**src/rtl/mem_interface_pkg.sv**
```systemverilog
// Shared types and constants for the load/store bus interface:
// FSM state encoding, RISC-V funct3 access codes and the default ack timeout.
package mem_interface_pkg;

  typedef enum logic [1:0] {
    IDLE = 2'd0,
    REQ  = 2'd1,
    DONE = 2'd2,
    ERR  = 2'd3
  } state_t;

  localparam logic [2:0] LB  = 3'b000;
  localparam logic [2:0] LH  = 3'b001;
  localparam logic [2:0] LW  = 3'b010;
  localparam logic [2:0] LBU = 3'b100;
  localparam logic [2:0] LHU = 3'b101;
  localparam logic [2:0] SB  = 3'b000;
  localparam logic [2:0] SH  = 3'b001;
  localparam logic [2:0] SW  = 3'b010;

  localparam int DEFAULT_TIMEOUT = 16;

endpackage

```
**src/rtl/mem_interface_load_store_align.sv**
```systemverilog
// Combinational lane steering: byte enables and replicated store data for the bus,
// and lane selection plus sign/zero extension for returned load words.
module load_store_align
  import mem_interface_pkg::*;
(
  input  logic [2:0]  funct3,
  input  logic [1:0]  addr_lo,
  input  logic [31:0] wdata,
  input  logic [31:0] bus_rdata,
  output logic [3:0]  be,
  output logic [31:0] wdata_lane,
  output logic [31:0] load_data
);

  function automatic logic [31:0] ext8(input logic signed [7:0] b, input logic zext);
    return zext ? {24'd0, b} : {{24{b[7]}}, b};
  endfunction

  function automatic logic [31:0] ext16(input logic signed [15:0] h, input logic zext);
    return zext ? {16'd0, h} : {{16{h[15]}}, h};
  endfunction

  logic [7:0]  byte_lane;
  logic [15:0] half_lane;

  always_comb begin
    byte_lane = bus_rdata[7:0];
    case (addr_lo)
      2'd0:    byte_lane = bus_rdata[7:0];
      2'd1:    byte_lane = bus_rdata[15:8];
      2'd2:    byte_lane = bus_rdata[23:16];
      default: byte_lane = bus_rdata[31:24];
    endcase
    half_lane = addr_lo[1] ? bus_rdata[31:16] : bus_rdata[15:0];
  end

  // funct3[1:0] carries the size for both loads and stores; funct3[2] is the unsigned flag.
  always_comb begin
    be         = 4'b1111;
    wdata_lane = wdata;
    load_data  = bus_rdata;
    case (funct3[1:0])
      2'b00: begin
        be         = 4'b0001 << addr_lo;
        wdata_lane = {4{wdata[7:0]}};
        load_data  = ext8(byte_lane, funct3[2]);
      end
      2'b01: begin
        be         = 4'b0011 << addr_lo;
        wdata_lane = {2{wdata[15:0]}};
        load_data  = ext16(half_lane, funct3[2]);
      end
      default: begin
        be         = 4'b1111;
        wdata_lane = wdata;
        load_data  = bus_rdata;
      end
    endcase
  end

endmodule

```
**src/rtl/mem_interface.sv**
```systemverilog
// Load/store unit front end: validates a CPU access, runs one bus transaction with
// an ack timeout, and returns an aligned, extended load result with a ready pulse.
module mem_interface
  import mem_interface_pkg::*;
#(
  parameter int TIMEOUT = DEFAULT_TIMEOUT
) (
  input  logic        clk,
  input  logic        rst,
  input  logic        memRead,
  input  logic        memWrite,
  input  logic [31:0] addr,
  input  logic [2:0]  funct3,
  input  logic [31:0] wdata,
  output logic [31:0] rdata,
  output logic        ready,
  output logic        error,
  output logic        bus_req,
  output logic        bus_we,
  output logic [31:0] bus_addr,
  output logic [3:0]  bus_be,
  output logic [31:0] bus_wdata,
  input  logic        bus_ack,
  input  logic [31:0] bus_rdata
);

  localparam int CW = $clog2(TIMEOUT + 1);
  localparam logic [CW-1:0] LAST = CW'(TIMEOUT - 1);

  function automatic logic req_illegal(input logic rd, input logic wr,
                                       input logic [2:0] f3, input logic [1:0] a);
    logic bad;
    bad = rd && wr;
    if (rd && (f3 == 3'b011 || f3 == 3'b110 || f3 == 3'b111)) bad = 1'b1;
    if (wr && (f3 > SW)) bad = 1'b1;
    if (f3[1:0] == 2'b01 && a[0]) bad = 1'b1;
    if (f3[1:0] == 2'b10 && a != 2'b00) bad = 1'b1;
    return bad;
  endfunction

  state_t        state;
  logic [CW-1:0] cnt;
  logic [31:0]   addr_p0;
  logic [2:0]    funct3_p0;
  logic [31:0]   wdata_p0;
  logic [3:0]    be_calc;
  logic [31:0]   load_data;
  logic          start;

  assign start = (state == IDLE) && (memRead || memWrite);

  // Request capture stage: access attributes held for the whole bus transaction.
  always_ff @(posedge clk) begin
    if (start) begin
      addr_p0   <= addr;
      funct3_p0 <= funct3;
      wdata_p0  <= wdata;
    end
  end

  load_store_align u_align (
    .funct3     (funct3_p0),
    .addr_lo    (addr_p0[1:0]),
    .wdata      (wdata_p0),
    .bus_rdata  (bus_rdata),
    .be         (be_calc),
    .wdata_lane (bus_wdata),
    .load_data  (load_data)
  );

  assign bus_addr = {addr_p0[31:2], 2'b00};
  assign bus_be   = bus_req ? be_calc : 4'b0000;

  // Bus transaction stage: FSM, wait counter and registered outputs.
  always_ff @(posedge clk) begin
    if (rst) begin
      state   <= IDLE;
      cnt     <= '0;
      rdata   <= '0;
      ready   <= 1'b0;
      error   <= 1'b0;
      bus_req <= 1'b0;
      bus_we  <= 1'b0;
    end else begin
      ready <= 1'b0;
      case (state)
        IDLE: begin
          if (start) begin
            cnt <= '0;
            if (req_illegal(memRead, memWrite, funct3, addr[1:0])) begin
              error <= 1'b1;
              state <= ERR;
            end else begin
              bus_req <= 1'b1;
              bus_we  <= memWrite;
              state   <= REQ;
            end
          end
        end
        REQ: begin
          if (bus_ack) begin
            if (!bus_we) rdata <= load_data;
            bus_req <= 1'b0;
            bus_we  <= 1'b0;
            ready   <= 1'b1;
            state   <= DONE;
          end else if (cnt == LAST) begin
            bus_req <= 1'b0;
            bus_we  <= 1'b0;
            error   <= 1'b1;
            state   <= ERR;
          end else begin
            cnt <= cnt + CW'(1);
          end
        end
        DONE: state <= IDLE;
        default: begin
          error   <= 1'b1;
          bus_req <= 1'b0;
          bus_we  <= 1'b0;
          state   <= ERR;
        end
      endcase
    end
  end

endmodule

```
**config.mk**
```make
export PLATFORM = sky130hd
export DESIGN_NAME = mem_interface
export DESIGN_NICKNAME = d
export VERILOG_FILES = /design/src/rtl/mem_interface_pkg.sv /design/src/rtl/mem_interface_load_store_align.sv /design/src/rtl/mem_interface.sv
export SDC_FILE = /design/constraint.sdc
export NUM_CORES = 1
export LEC_CHECK = 0
export ABC_AREA = 1
export CAP_MARGIN = 5
export CELL_PAD_IN_SITES_DETAIL_PLACEMENT = 1
export CELL_PAD_IN_SITES_GLOBAL_PLACEMENT = 1
export CORE_MARGIN = 2
export CORE_UTILIZATION = 31
export DETAILED_ROUTE_END_ITERATION = 16
export GPL_TIMING_DRIVEN = 0
export PLACE_DENSITY_LB_ADDON = 0.1
export REMOVE_ABC_BUFFERS = 1
export SYNTH_ARGS = -nofsm -noshare
export SYNTH_HDL_FRONTEND = slang
export SYNTH_SLANG_ARGS = --single-unit
```
**constraint.sdc**
```tcl
create_clock -name clk -period 3.3 [get_ports clk]
set_input_delay 0.495 -clock clk [delete_from_list [all_inputs] [get_ports clk]]
set_output_delay 0.495 -clock clk [all_outputs]
set_load 0.02 [all_outputs]
```
==> results of run 1 <==
## sequential cells by signal (all words and copies together), names as in the netlist
name	count
addr_p0	32
bus_we	1
error	1
rdata	32
ready	1
funct3_p0	3
bus_req	1
state	2
cnt	5
wdata_p0	32
## metrics by stage
step                instances  cell area [um2]  utilization (%)
floorplan                 491             4617                -
global placement          912             6939            43.68
detailed placement        914             6987            43.98
CTS                       931             7293            45.91
global route              932             7313            46.04
finish                    932             7313            46.04
## per-layer routing
metal	GRT usage [%]	routed length, um
met1	20.12	6005
met2	30.13	7308
met3	8.179	1584
met4	6.824	280
met5	0	0
## logic make-up after synthesis
| family | after synthesis | synth area share [%] |
|---|---|---|
| flip-flops | 110 | 56.96 |
| buffers and inverters | 120 | 12.87 |
| AND/OR/NAND/NOR | 202 | 16.55 |
| other | 1 | 0.07435 |
| adder cells (fa/ha/maj) | 2 | 0.4961 |
| AO/OA/AOI/OAI | 117 | 13.05 |
## cell usage after synthesis, types with 2 or more instances
master,instances
sky130_fd_sc_hd__edfxtp_1,67
sky130_fd_sc_hd__dfxtp_1,43
sky130_fd_sc_hd__buf_4,44
sky130_fd_sc_hd__nor2_4,3
sky130_fd_sc_hd__ha_1,2
sky130_fd_sc_hd__o21ai_1,14
sky130_fd_sc_hd__nand2_2,4
sky130_fd_sc_hd__inv_1,51
sky130_fd_sc_hd__clkbuf_1,8
sky130_fd_sc_hd__nor3_1,7
sky130_fd_sc_hd__nand3_1,9
sky130_fd_sc_hd__buf_2,7
sky130_fd_sc_hd__inv_2,6
sky130_fd_sc_hd__o21ai_0,52
sky130_fd_sc_hd__nand2_1,101
sky130_fd_sc_hd__o22ai_1,6
sky130_fd_sc_hd__a21oi_1,24
sky130_fd_sc_hd__a31oi_1,8
sky130_fd_sc_hd__o211ai_1,4
sky130_fd_sc_hd__nor2_1,75
sky130_fd_sc_hd__o21ai_2,3
sky130_fd_sc_hd__o211a_1,2
## critical path, cell delays in order, from the launching register on
cell and delay [ns]:
sky130_fd_sc_hd__edfxtp_1 0.45, sky130_fd_sc_hd__buf_4 0.24, sky130_fd_sc_hd__buf_16 0.19, sky130_fd_sc_hd__nor2_4 0.24
sky130_fd_sc_hd__inv_2 0.18, sky130_fd_sc_hd__o211ai_1 0.20, sky130_fd_sc_hd__clkdlybuf4s50_1 0.65
## worst max-delay path by stage
stage / from / endpoint / depth (start not counted)
floorplan: funct3_p0[1] / bus_wdata[10] / 4
global placement: funct3_p0[1] / bus_wdata[10] / 5
detailed placement: funct3_p0[1] / bus_wdata[10] / 5
CTS: funct3_p0[1] / bus_wdata[26] / 6
global route: funct3_p0[1] / bus_wdata[25] / 6
finish: funct3_p0[1] / bus_wdata[25] / 6
## cell usage in the layout (no fill, tap or decap), drive strengths merged
cell type / instances
nor2: 78
or2: 1
o211a: 2
nand2: 106
buf: 4
a31oi: 9
o22ai: 6
bufinv: 1
edfxtp: 67
o211ai: 4
clkdlybuf4s50: 205
conb: 2
inv: 60
o21ai: 70
clkinv: 2
dfxtp: 43
a22oi: 1
o21a: 1
nor3: 7
nand3: 10
ha: 2
clkinvlp: 1
a21oi: 24
clkbuf: 10
## where the power goes
part	switching (mW)	total (mW)	internal [mW]	leakage, nW
registers	0.0773	1.71	1.63	0.995
clock network	0.527	1.12	0.595	0.144
logic	0.596	1.07	0.478	1.77
total	1.20	3.90	2.70	2.91
## final cells by class
type                       instances  area [um2]  share of cell area [%]
sequential                       110        2873                   39.28
timing repair buffer             209        2127                   29.08
tap                              216       270.3                   3.695
clock inverter                     6       66.31                  0.9068
inverter                          58       222.7                   3.045
clock buffer                      10       229.0                   3.131
multi-input combinational        323        1525                   20.86
## timing repair
item,4_1_cts,5_1_grt
endpoints found under the setup margin,19,0
hold buffers,0,0
setup buffers,1,0
gates resized for setup,1,0
==> metrics.txt, run 1 <==
# TYPE chip_impl_metric gauge
chip_impl_info{name="status",value="complete, no violations"} 1
chip_impl_metric{name="die_height",unit="um"} 131.6
chip_impl_metric{name="report.final.slew_viol_count",unit=""} 0
chip_impl_metric{name="ff2ff_setup_slack",unit="ns"} 1.24
chip_impl_metric{name="setup_ws",unit="ns"} 0.2744
chip_impl_metric{name="numPortBuffers",unit=""} 205
chip_impl_info{name="clock_tree_root_buffer_cell",value="sky130_fd_sc_hd__clkbuf_16"} 1
chip_impl_metric{name="synth-async-reset-ratio",unit="%"} 0
chip_impl_metric{name="timing_hold_violations_final",unit=""} 0
chip_impl_metric{name="holdPathStages",unit=""} 2
chip_impl_metric{name="worst_ep_arrival_time",unit="ns"} 2.53
chip_impl_metric{name="power_leakage",unit="nW"} 2.912
chip_impl_metric{name="vias_per_cell",unit=""} 4.602
chip_impl_metric{name="wire_length_of_the_first_global_routing_pass",unit="um"} 24270
chip_impl_metric{name="design.die.area",unit="mm2"} 0.01731
chip_impl_metric{name="p_total",unit="mW"} 3.903
chip_impl_metric{name="path_max_fanout",unit=""} 23
chip_impl_metric{name="antenna_cells_inserted",unit=""} 0
chip_impl_info{name="yosys_most_used_dff",value="sky130_fd_sc_hd__edfxtp_1"} 1
chip_impl_info{name="cp_class",value="reg -> out"} 1
chip_impl_info{name="min_from",value="error"} 1
chip_impl_metric{name="ctsLongestPathBuffers",unit=""} 2
chip_impl_metric{name="floorplan.io_pins",unit=""} 208
chip_impl_metric{name="routabilityCongestion",unit=""} 0.7629
chip_impl_metric{name="floorplan.initialDensity",unit="%"} 31.75
chip_impl_metric{name="core.rowCount",unit=""} 46
chip_impl_info{name="rsz0062_at_grt",value="false"} 1
chip_impl_metric{name="route.detailed.wl_per_inst",unit="um"} 16.29
chip_impl_metric{name="ant_nets",unit=""} 0
chip_impl_metric{name="worst_skew_pair_latency",unit="ns"} 0.36
chip_impl_metric{name="max-vdd-ir-drop",unit="mV"} 0.2797
chip_impl_metric{name="clkSlewWorstSetupHoldPaths",unit="ns"} 0.08
chip_impl_info{name="worstSetupStartpointType",value="flop"} 1
chip_impl_metric{name="cts_num_sinks",unit=""} 110
chip_impl_metric{name="grt_start_max_net_pins",unit=""} 64
chip_impl_metric{name="final.setup.tns",unit="ns"} 0
chip_impl_metric{name="synth_sequential_area_ratio",unit="%"} 56.96
chip_impl_metric{name="drc_errors",unit=""} 0
chip_impl_metric{name="antenna_found_initial",unit=""} 0
chip_impl_metric{name="placeable_core_region",unit="mm2"} 0.01589
chip_impl_metric{name="syn-mean-instance-area",unit="um2"} 9.137
chip_impl_metric{name="final_layout_size_suffix_gt1_share",unit="%"} 5.726
chip_impl_metric{name="final_hpwl_dp",unit="um"} 11050
chip_impl_metric{name="timing.slew.headroom",unit="%"} 35.23
chip_impl_metric{name="routed-via-count",unit=""} 4289
chip_impl_metric{name="max-cap-violations",unit=""} 0
chip_impl_metric{name="post_synth_num_cell_types",unit=""} 34
chip_impl_metric{name="timing.fmax",unit="GHz"} 0.3305
chip_impl_metric{name="finalWorstPathRequiredPeriod",unit="ns"} 3.026
chip_impl_info{name="yosys-top-cells-area",value="sky130_fd_sc_hd__edfxtp_1 40%, sky130_fd_sc_hd__dfxtp_1 17%, sky130_fd_sc_hd__nand2_1 7.5%"} 1
chip_impl_metric{name="dp_worst_setup_slack",unit="ns"} -0.3313
chip_impl_info{name="worstHoldPathType",value="reg -> reg"} 1
chip_impl_metric{name="nets",unit=""} 817
chip_impl_metric{name="fillerInstances",unit=""} 1814
chip_impl_metric{name="setup_viol",unit=""} 0
chip_impl_metric{name="skew",unit="ns"} 0.005181
chip_impl_metric{name="cts_inserted_buffers",unit=""} 9
chip_impl_info{name="worstHoldEndpoint",value="error"} 1
chip_impl_metric{name="worst_max_slew_pin_slew",unit="ns"} 0.9715
chip_impl_metric{name="ys_seq_elements",unit=""} 110
chip_impl_metric{name="die_x",unit="um"} 131.6
chip_impl_metric{name="synth_area",unit="mm2"} 0.005044
chip_impl_metric{name="area.growth.synth_to_final",unit="%"} 45.00
chip_impl_metric{name="synthCells",unit=""} 552
chip_impl_info{name="synth.largest_area_cell",value="sky130_fd_sc_hd__edfxtp_1"} 1
chip_impl_metric{name="r2r_cells",unit=""} 6
chip_impl_metric{name="number_of_global_route_vias_before_repair",unit=""} 4553
chip_impl_info{name="regToRegEndpoint",value="rdata[24]"} 1
chip_impl_metric{name="grt_use_total",unit="%"} 18.03
chip_impl_metric{name="final.period_utilization",unit="%"} 91.68
chip_impl_metric{name="hold_ws",unit="ns"} 0.4692
chip_impl_metric{name="ys.warnings.count",unit=""} 0
chip_impl_metric{name="synth_top_area_share",unit="%"} 39.89
chip_impl_info{name="tritoncts",value="built"} 1
chip_impl_metric{name="h-tree-depth",unit=""} 3
chip_impl_metric{name="global_route.overflow_total",unit=""} 0
chip_impl_metric{name="power_density",unit="mW/mm2"} 533.6
chip_impl_metric{name="synth-edff-count",unit=""} 67
chip_impl_metric{name="drt_iter0_drc",unit=""} 168
chip_impl_metric{name="wirelength",unit="um"} 15180
chip_impl_info{name="timing.rr.start",value="addr_p0[1]"} 1
chip_impl_metric{name="timing.critical_path.required",unit="ns"} 2.80
chip_impl_metric{name="drt-pass1-iter-count",unit=""} 6
chip_impl_info{name="timing.critical_path.to_type",value="primary output"} 1
Power figures use the tool's default switching activity.
==> inputs of run 2 (changes only) <==
CAP_MARGIN = not set   (was 5)
==> run 2 against run 1 <==
Effect of this change:
- combinational power barely moved
- largest power group unchanged
- critical endpoint unchanged
- total power decreased by 0.14%
- global-route usage unchanged
- sequential share of layout area up 0.11 points
==> metrics.txt, run 2 (same netlist as run 1, synthesis figures left out) <==
# TYPE chip_impl_metric gauge
chip_impl_metric{name="h-tree-depth",unit=""} 3
chip_impl_metric{name="ant_nets",unit=""} 0
chip_impl_metric{name="cts_inserted_buffers",unit=""} 9
chip_impl_info{name="layout.cells.most_common",value="sky130_fd_sc_hd__clkdlybuf4s50_1"} 1
chip_impl_metric{name="worstPathBufferInverterCount",unit=""} 4
chip_impl_metric{name="routabilityCongestion",unit=""} 0.7629
chip_impl_metric{name="ctsLongestPathBuffers",unit=""} 2
chip_impl_metric{name="wire_length_of_the_first_global_routing_pass",unit="um"} 24270
chip_impl_metric{name="route.detailed.wl_per_inst",unit="um"} 16.26
chip_impl_metric{name="design.die.area",unit="mm2"} 0.01731
chip_impl_metric{name="setup_ws",unit="ns"} 0.2644
chip_impl_metric{name="floorplan.io_pins",unit=""} 208
chip_impl_metric{name="dp_worst_setup_slack",unit="ns"} -0.3313
chip_impl_metric{name="numPortBuffers",unit=""} 205
chip_impl_metric{name="final_layout_size_suffix_gt1_share",unit="%"} 5.594
chip_impl_metric{name="worst_max_slew_pin_slew",unit="ns"} 1.264
chip_impl_metric{name="fillerInstances",unit=""} 1815
chip_impl_metric{name="final_hpwl_dp",unit="um"} 11050
chip_impl_info{name="tritoncts",value="built"} 1
chip_impl_metric{name="holdBufCountCts",unit=""} 0
chip_impl_metric{name="number_of_global_route_vias_before_repair",unit=""} 4553
chip_impl_metric{name="path_max_fanout",unit=""} 23
chip_impl_metric{name="area.growth.synth_to_final",unit="%"} 44.60
chip_impl_metric{name="report.final.slew_viol_count",unit=""} 0
chip_impl_info{name="worstSetupStartpointType",value="flop"} 1
chip_impl_metric{name="power_leakage",unit="nW"} 2.904
chip_impl_metric{name="finalWorstPathRequiredPeriod",unit="ns"} 3.036
chip_impl_metric{name="die_x",unit="um"} 131.6
chip_impl_metric{name="antenna_cells_inserted",unit=""} 0
chip_impl_metric{name="power_density",unit="mW/mm2"} 534.4
chip_impl_metric{name="routed-via-count",unit=""} 4295
chip_impl_metric{name="final.period_utilization",unit="%"} 91.99
chip_impl_metric{name="vias_per_cell",unit=""} 4.613
chip_impl_metric{name="cts_num_sinks",unit=""} 110
chip_impl_metric{name="max-cap-violations",unit=""} 0
chip_impl_info{name="layout_common_cells",value="205 x sky130_fd_sc_hd__clkdlybuf4s50_1, 101 x sky130_fd_sc_hd__nand2_1, 75 x sky130_fd_sc_hd__nor2_1"} 1
chip_impl_metric{name="multiInputGateArea",unit="mm2"} 0.001525
chip_impl_metric{name="grt_start_max_net_pins",unit=""} 64
chip_impl_metric{name="timing.critical_path.required",unit="ns"} 2.80
chip_impl_metric{name="drt-pass1-iter-count",unit=""} 6
chip_impl_metric{name="grt_use_total",unit="%"} 18.03
chip_impl_metric{name="setup_viol",unit=""} 0
chip_impl_metric{name="core.rowCount",unit=""} 46
chip_impl_metric{name="global_route.overflow_total",unit=""} 0
chip_impl_metric{name="die_height",unit="um"} 131.6
chip_impl_info{name="clock_tree_root_buffer_cell",value="sky130_fd_sc_hd__clkbuf_16"} 1
chip_impl_metric{name="placeable_core_region",unit="mm2"} 0.01589
chip_impl_metric{name="timing.fmax",unit="GHz"} 0.3294
chip_impl_info{name="timing.critical_path.to_type",value="primary output"} 1
chip_impl_metric{name="timing.slew.headroom",unit="%"} 15.51
chip_impl_metric{name="hold_ws",unit="ns"} 0.4691
chip_impl_metric{name="p_total",unit="mW"} 3.897
chip_impl_info{name="critical-path-slowest-cell",value="sky130_fd_sc_hd__clkdlybuf4s50_1"} 1
chip_impl_info{name="rsz0062_at_grt",value="false"} 1
chip_impl_info{name="crit_path_cell_trace",value="buf_4 -> buf_16 -> nor2_4 -> inv_2 -> o211ai_1 -> clkdlybuf4s50_1"} 1
chip_impl_metric{name="area.sequential",unit="mm2"} 0.002873
chip_impl_metric{name="clkSlewWorstSetupHoldPaths",unit="ns"} 0.08
chip_impl_metric{name="drt_iter0_drc",unit=""} 144
chip_impl_info{name="layout_top_registers",value="addr_p0 (32), rdata (32), wdata_p0 (32)"} 1
chip_impl_metric{name="worst_skew_pair_latency",unit="ns"} 0.36
chip_impl_metric{name="nets",unit=""} 816
chip_impl_metric{name="finish.utilization",unit="%"} 45.91
chip_impl_metric{name="drc_errors",unit=""} 0
chip_impl_info{name="status",value="complete, no violations"} 1
chip_impl_metric{name="timing_hold_violations_final",unit=""} 0
chip_impl_metric{name="wirelength",unit="um"} 15140
chip_impl_metric{name="antenna_found_initial",unit=""} 0
chip_impl_metric{name="max_stage_delay",unit="ns"} 0.65
chip_impl_info{name="crit_family",value="buffers and inverters"} 1
chip_impl_metric{name="worst_ep_arrival_time",unit="ns"} 2.54
chip_impl_metric{name="floorplan.initialDensity",unit="%"} 31.75
chip_impl_metric{name="skew",unit="ns"} 0.005480
chip_impl_info{name="worstHoldPathType",value="reg -> reg"} 1
chip_impl_info{name="cp_class",value="reg -> out"} 1
chip_impl_metric{name="max-vdd-ir-drop",unit="mV"} 0.2797
==> run 2: cell types whose count changed in the layout (fill, tap and decap cells not counted), sizes merged <==
cell	previous run	this run
buf	4	3
==> run 2: final timing paths <==
check | from | to | slack [ns] | cells past startpoint
max reg2reg | state[1] | rdata[25] | 1.02 | 8
max | funct3_p0[1] | bus_wdata[25] | 0.26 | 6
min reg2reg | error | error | 0.47 | 2
min | error | error | 0.47 | 2
==> run 2: timing repair <==
action / in CTS / in global routing
endpoints found under the setup margin: 19 / 0
resized for setup: 1 / 0
buffers inserted: 1 / 0
==> run 2: power breakdown <==
part / leakage, nW / total, mW / internal [mW] / switching (mW)
registers: 0.995 / 1.71 / 1.63 / 0.0771
logic: 1.77 / 1.07 / 0.475 / 0.595
clock network: 0.144 / 1.12 / 0.595 / 0.526
total: 2.90 / 3.90 / 2.70 / 1.20
==> run 2: final cells by class <==
cell class	instances	area share (%)
Clock buffer	10	3.139
Clock inverter	6	0.9092
Inverter	58	3.054
Multi-Input combinational cell	323	20.91
Sequential cell	110	39.39
Tap cell	216	3.706
Timing Repair Buffer	208	28.89
==> run 2: worst reg2reg max path: cells and delay by family (launching register included) <==
kind                   cells  cell delay (ns)
buffers and inverters      3             0.25
AO/OA/AOI/OAI              2             0.47
AND/OR/NAND/NOR            3             1.14
flip-flops                 1             0.32
==> run 2: stage by stage <==
stage,area [um2],TNS [ns],std cells
floorplan,4617,0,491
global placement,6939,-50.22,912
detailed placement,6987,-3.773,914
CTS,7293,0,931
global route,7293,0,931
finish,7293,0,931
==> run 2: routing by layer <==
metal / track usage (%) / wire (um)
met5: 0 / 0
met4: 6.824 / 282
met3: 8.179 / 1564
met2: 30.13 / 7329
met1: 20.12 / 5960
